## src/rtl/op8_identifier.sv

```systemverilog
// Identifies which of the eight two-input logic functions a connected unit implements
// by sweeping all (A,B) vectors, capturing the 4-bit truth table and decoding it.
module op8_identifier #(
  parameter int SETTLE_CYCLES = 2,
  parameter int CNT_W         = 4
) (
  input  logic       CLK,
  input  logic       RST_N,
  input  logic       start,
  input  logic       abort,
  input  logic       op_out,
  output logic       drive_a,
  output logic       drive_b,
  output logic       busy,
  output logic       done,
  output logic [3:0] truth,
  output logic [2:0] op_sel,
  output logic       valid,
  output logic       unknown
);

  typedef enum logic [1:0] {
    IDLE   = 2'd0,
    DRIVE  = 2'd1,
    DECODE = 2'd2,
    DONE   = 2'd3
  } state_t;

  localparam logic [CNT_W-1:0] CNT_LAST = CNT_W'(SETTLE_CYCLES - 1);

  // Returns {match, select}; a zero match bit means the table fits no function.
  function automatic logic [3:0] decode_truth(input logic [3:0] t);
    case (t)
      4'h6:    return {1'b1, 3'b000};
      4'h8:    return {1'b1, 3'b001};
      4'hE:    return {1'b1, 3'b010};
      4'h7:    return {1'b1, 3'b011};
      4'h1:    return {1'b1, 3'b100};
      4'h3:    return {1'b1, 3'b101};
      4'h5:    return {1'b1, 3'b110};
      4'h9:    return {1'b1, 3'b111};
      default: return 4'b0000;
    endcase
  endfunction

  state_t           state_r, state_s;
  logic [1:0]       idx_r, idx_s;
  logic [CNT_W-1:0] cnt_r, cnt_s;
  logic [3:0]       truth_r, truth_s;
  logic [2:0]       op_sel_r, op_sel_s;
  logic             valid_r, valid_s;
  logic             unknown_r, unknown_s;
  logic             drive_a_r, drive_a_s;
  logic             drive_b_r, drive_b_s;
  logic             busy_r, busy_s;
  logic             done_r, done_s;
  logic [3:0]       dec_s;

  assign dec_s = decode_truth(truth_r);

  // Next-state and next-output logic; every output is registered from these values.
  always_comb begin
    state_s   = state_r;
    idx_s     = idx_r;
    cnt_s     = cnt_r;
    truth_s   = truth_r;
    op_sel_s  = op_sel_r;
    valid_s   = valid_r;
    unknown_s = unknown_r;
    drive_a_s = 1'b0;
    drive_b_s = 1'b0;
    busy_s    = 1'b0;
    done_s    = 1'b0;
    if (abort) begin
      state_s   = IDLE;
      idx_s     = 2'd0;
      cnt_s     = '0;
      truth_s   = 4'h0;
      op_sel_s  = 3'b000;
      valid_s   = 1'b0;
      unknown_s = 1'b0;
    end else begin
      case (state_r)
        IDLE: begin
          if (start) begin
            state_s   = DRIVE;
            idx_s     = 2'd0;
            cnt_s     = '0;
            truth_s   = 4'h0;
            op_sel_s  = 3'b000;
            valid_s   = 1'b0;
            unknown_s = 1'b0;
            busy_s    = 1'b1;
          end else begin
            state_s = IDLE;
          end
        end
        DRIVE: begin
          busy_s = 1'b1;
          if (cnt_r == CNT_LAST) begin
            truth_s[idx_r] = op_out;
            cnt_s          = '0;
            idx_s          = idx_r + 2'd1;
            // Present the next vector on the same edge the current one is sampled.
            if (idx_r == 2'd3) begin
              state_s = DECODE;
            end else begin
              drive_a_s = idx_s[1];
              drive_b_s = idx_s[0];
            end
          end else begin
            cnt_s     = cnt_r + CNT_W'(1);
            drive_a_s = idx_r[1];
            drive_b_s = idx_r[0];
          end
        end
        DECODE: begin
          op_sel_s  = dec_s[2:0];
          valid_s   = dec_s[3];
          unknown_s = ~dec_s[3];
          done_s    = 1'b1;
          state_s   = DONE;
        end
        DONE: begin
          state_s = IDLE;
        end
        default: begin
          state_s = IDLE;
        end
      endcase
    end
  end

  // State and output registers.
  always_ff @(posedge CLK or negedge RST_N) begin
    if (!RST_N) begin
      state_r   <= IDLE;
      idx_r     <= 2'd0;
      cnt_r     <= '0;
      truth_r   <= 4'h0;
      op_sel_r  <= 3'b000;
      valid_r   <= 1'b0;
      unknown_r <= 1'b0;
      drive_a_r <= 1'b0;
      drive_b_r <= 1'b0;
      busy_r    <= 1'b0;
      done_r    <= 1'b0;
    end else begin
      state_r   <= state_s;
      idx_r     <= idx_s;
      cnt_r     <= cnt_s;
      truth_r   <= truth_s;
      op_sel_r  <= op_sel_s;
      valid_r   <= valid_s;
      unknown_r <= unknown_s;
      drive_a_r <= drive_a_s;
      drive_b_r <= drive_b_s;
      busy_r    <= busy_s;
      done_r    <= done_s;
    end
  end

  assign drive_a = drive_a_r;
  assign drive_b = drive_b_r;
  assign busy    = busy_r;
  assign done    = done_r;
  assign truth   = truth_r;
  assign op_sel  = op_sel_r;
  assign valid   = valid_r;
  assign unknown = unknown_r;

endmodule
```

## config.mk

```make
export PLATFORM = sky130hd
export DESIGN_NAME = op8_identifier
export DESIGN_NICKNAME = d
export VERILOG_FILES = /design/src/rtl/op8_identifier.sv
export SDC_FILE = /design/constraint.sdc
export NUM_CORES = 1
export LEC_CHECK = 0
export CORE_MARGIN = 2
export CORE_UTILIZATION = 53
export CTS_BUF_LIST = sky130_fd_sc_hd__clkbuf_4 sky130_fd_sc_hd__clkbuf_8
export DETAILED_ROUTE_END_ITERATION = 7
export HOLD_SLACK_MARGIN = 0.05
export PLACE_DENSITY = 0.79
export SETUP_SLACK_MARGIN = 0.2
export SKIP_LAST_GASP = 1
export SLEW_MARGIN = 20
export SYNTH_ARGS = -nofsm -noshare
export SYNTH_HDL_FRONTEND = slang
export SYNTH_SLANG_ARGS = --single-unit
export TNS_END_PERCENT = 100
```

## constraint.sdc

```tcl
create_clock -name CLK -period 2.04 [get_ports CLK]
set_clock_uncertainty 0.05 [all_clocks]
set_input_delay 0.612 -clock CLK [delete_from_list [all_inputs] [get_ports CLK]]
set_output_delay 0.612 -clock CLK [all_outputs]
set_load 0.02 [all_outputs]
```

==> results.py <==
metrics = {
    "cells_and_area": {
        "seq_area_um2": 531,
        "mostFrequentLayoutCell": "dfrtp_1",
        "final_cell_mix": "17 x dfrtp_1, 12 x dlygate4sd2_1, 8 x ha_1, 8 x buf_4",
        "syn_to_final_growth_pct": 24.3,
        "layout.nets": 152,
        "n_fill_cell": 175,
        "antenna_cells": 0,
        "drive_gt1_frac": 0.176,
        "design_area_um2": 1480,
        "multi_input_area_um2": 637,
    },
    "logic_synthesis": {
        "yosys.area_share.adder": 0.105,
        "synth_simple_gate_area_frac": 0.211,
        "ys_ff_latch": 21,
        "synth_compound_area_frac": 0.186,
        "ys_warn_count": 0,
        "ys_seq_area_frac": 0.442,
        "syn_avg_cell_area_um2": 11.0,
        "synth_xor_area_frac": 0,
        "netlist_area_um2": 1190,
        "synthMuxAreaShare": 0.0274,
        "synth_top_family_by_area": "simple AND/OR/NAND/NOR gates",
        "syn-num-nets": 123,
        "ys_types": 37,
        "syn_inst": 108,
    },
    "place": {
        "dpl_cell_area_um2": 1450,
        "port-buffer-count": 17,
        "gp_congestion": 0.865,
        "detailed_place_hpwl_um": 1790,
    },
    "global_route": {
        "grt_max_degree": 22,
        "grt_pass1_vias": 920,
        "grt_overflow": 0,
        "gr-usage-all-layers": 0.213,
        "antenna_found_initial": 0,
        "grt_pass1_wl_um": 4070,
    },
    "routing": {
        "routed.top_layer": "met4",
        "ant_nets": 0,
        "wirelength_um": 2390,
        "wl_met2_um": 1190,
        "wl_met3_um": 100,
        "drc": 0,
        "viasPerCell": 5.98,
        "drt_iter0_drc": 17,
        "wire_per_inst_um": 14.5,
        "m1WireLength_um": 1040,
        "drt_pass1_iterations": 4,
        "vias": 981,
    },
    "critical_path": {
        "required_ns": 1.38,
        "critPathLaunchType": "register",
        "crit_type": "reg2out",
        "reg2reg_to": "op_sel[2]",
        "worst-path-buf-inv": 1,
        "cp.arrival_ns": 1.14,
        "crit_slowest_cell": "dfrtp_2",
        "reg2reg_slack_ns": 0.29,
        "crit_chain": "dlygate4sd2_1",
        "reg2reg_from": "state_r[0]",
        "crit_path_max_incr_delay_ns": 0.48,
        "worstPathMaxFanout": 9,
        "reg2regPathDepth": 6,
        "worstSetupEndpointType": "output port",
        "crit_family": "flip-flops",
    },
    "power": {
        "power_uw": 1200,
        "vdd_drop_max_mv": 0.756,
        "pwr_density_cell_nw_per_um2": 809,
        "leakage_uw": 0.000685,
    },
    "cts": {
        "clk_pin_slew_ns": 0.13,
        "ctsLongestPathBuffers": 2,
        "post_cts_buffers": 0,
        "ctsHoldBuffers": 0,
        "cts_root_buf": "clkbuf_4",
        "cts_buffers": 3,
        "cts_tree": "built",
        "clock_sinks": 21,
        "cts_max_level": 1,
        "clk-insertion-delay-late_ns": 0.32,
    },
    "floorplanning": {
        "die_y_um": 51.4,
        "start_util": 0.548,
        "placementRows": 17,
        "core-area_um2": 2170,
        "dieWidth_um": 51.4,
        "io_pins": 18,
        "dieArea_um2": 2640,
    },
    "min_path": {
        "holdPathEnd": "op_sel[0]",
        "holdCritPathClass": "reg2reg",
        "worstHoldStart": "op_sel[0]",
        "hold_depth": 1,
    },
    "timing": {
        "setup_viol": 0,
        "fmax_mhz": 555,
        "relSlewSlack": 0.746,
        "period_needed_ns": 1.80,
        "hold_slack_ns": 0.445,
        "finalMaxSlewViolations": 0,
        "tns_ns": 0,
        "tightest_slew_ns": 0.379,
        "rsz0062_at_grt": "no",
        "finalCritPeriodShare": 0.883,
        "hold_viol": 0,
    },
    "run_status": {
        "status": "complete, no violations",
    },
    "run": {
        "maxCapViolCount": 0,
    },
}
==> state kept, by name (all words and copies together), names as in the netlist <==
name,count
busy,1
cnt_r,4
done,1
drive_a,1
drive_b,1
idx_r,2
op_sel,3
state_r,2
truth,4
unknown,1
valid,1
==> synthesized netlist by cell type <==
cell / n / area [um2]
o21ba_2: 1 / 10.0
a32o_1: 1 / 10.0
ha_1: 10 / 125
and3b_1: 1 / 8.76
a21o_1: 1 / 7.51
and2_1: 1 / 6.26
nand4bb_1: 4 / 45.0
nor4b_1: 1 / 8.76
and3_1: 1 / 6.26
nand4b_1: 1 / 8.76
or4b_1: 1 / 10.0
clkbuf_1: 1 / 3.75
nor3b_1: 2 / 15.0
or3_1: 3 / 18.8
a221oi_1: 1 / 8.76
nor3_1: 1 / 5.00
o221ai_1: 3 / 26.3
nand3_1: 3 / 15.0
and4b_1: 1 / 10.0
nor2b_1: 5 / 31.3
o22ai_1: 4 / 25.0
o21ai_1: 1 / 5.00
o2bb2ai_1: 7 / 61.3
mux2_2: 2 / 22.5
or2_1: 1 / 6.26
a211oi_1: 2 / 15.0
dfrtp_1: 21 / 526
nand2b_1: 4 / 25.0
a22o_1: 2 / 17.5
mux2i_1: 1 / 10.0
nand2_1: 4 / 15.0
nor2_1: 1 / 3.75
or3b_4: 1 / 11.3
o21ai_0: 1 / 5.00
a311o_1: 1 / 10.0
inv_1: 8 / 30.0
a21oi_1: 4 / 20.0
==> per-layer routing <==
metal  vias up  GRT usage
li1        462          -
met1       494      0.254
met2        21      0.364
met3         4     0.0351
met4         0      0.118
met5         -          0
==> kinds of logic (layout without fill, tap and decap cells) <==
family / after synthesis / count (layout)
mux: 3 / 3
compound gates: 29 / 29
buf+inv: 9 / 37
simple gates: 36 / 36
flops: 21 / 21
fa+ha+maj: 10 / 10
==> power breakdown <==
part,switching (uW),leakage [uW],internal [uW],total [uW]
sequential,36.7,0.000284,460,497
combinational,264,0.000384,225,489
clock,136,0.0000177,73.4,210
==> stage by stage <==
step | worst slack, ns | cells | util
5_1_grt | 0.204 | 164 | 0.681
3_3_place_gp | 0.000521 | 160 | 0.668
4_1_cts | -0.0255 | 164 | 0.675
2_1_floorplan | 0.425 | 108 | -
6_report | 0.238 | 164 | 0.681
3_5_place_dp | -0.0306 | 160 | 0.668
==> final cells by class <==
cell class / instances / share of cell area
flip-flops and latches: 21 / 0.359
multi-input cells: 78 / 0.431
clock inverters: 1 / 0.00339
clock buffers: 3 / 0.0152
inverters: 8 / 0.0203
well taps: 28 / 0.0237
repair buffers: 25 / 0.147
==> worst max path at each step <==
stage	from	end	slack, ns	cells past startpoint
floorplan	state_r[0]	truth[0]	0.42	5
global placement	abort	cnt_r[3]	0.0005	4
detailed placement	start	op_sel[1]	-0.03	4
CTS	truth[1]	truth[1]	-0.03	1
global route	truth[3]	truth[3]	0.20	1
finish	truth[2]	truth[2]	0.24	1
==> timing repair <==
action	in CTS	in global routing
hold endpoints to repair	0	0
setup endpoints to repair	13	13
gates cloned	0	0
resized for setup	14	7
Note: power is estimated with default switching activity, not from simulation.
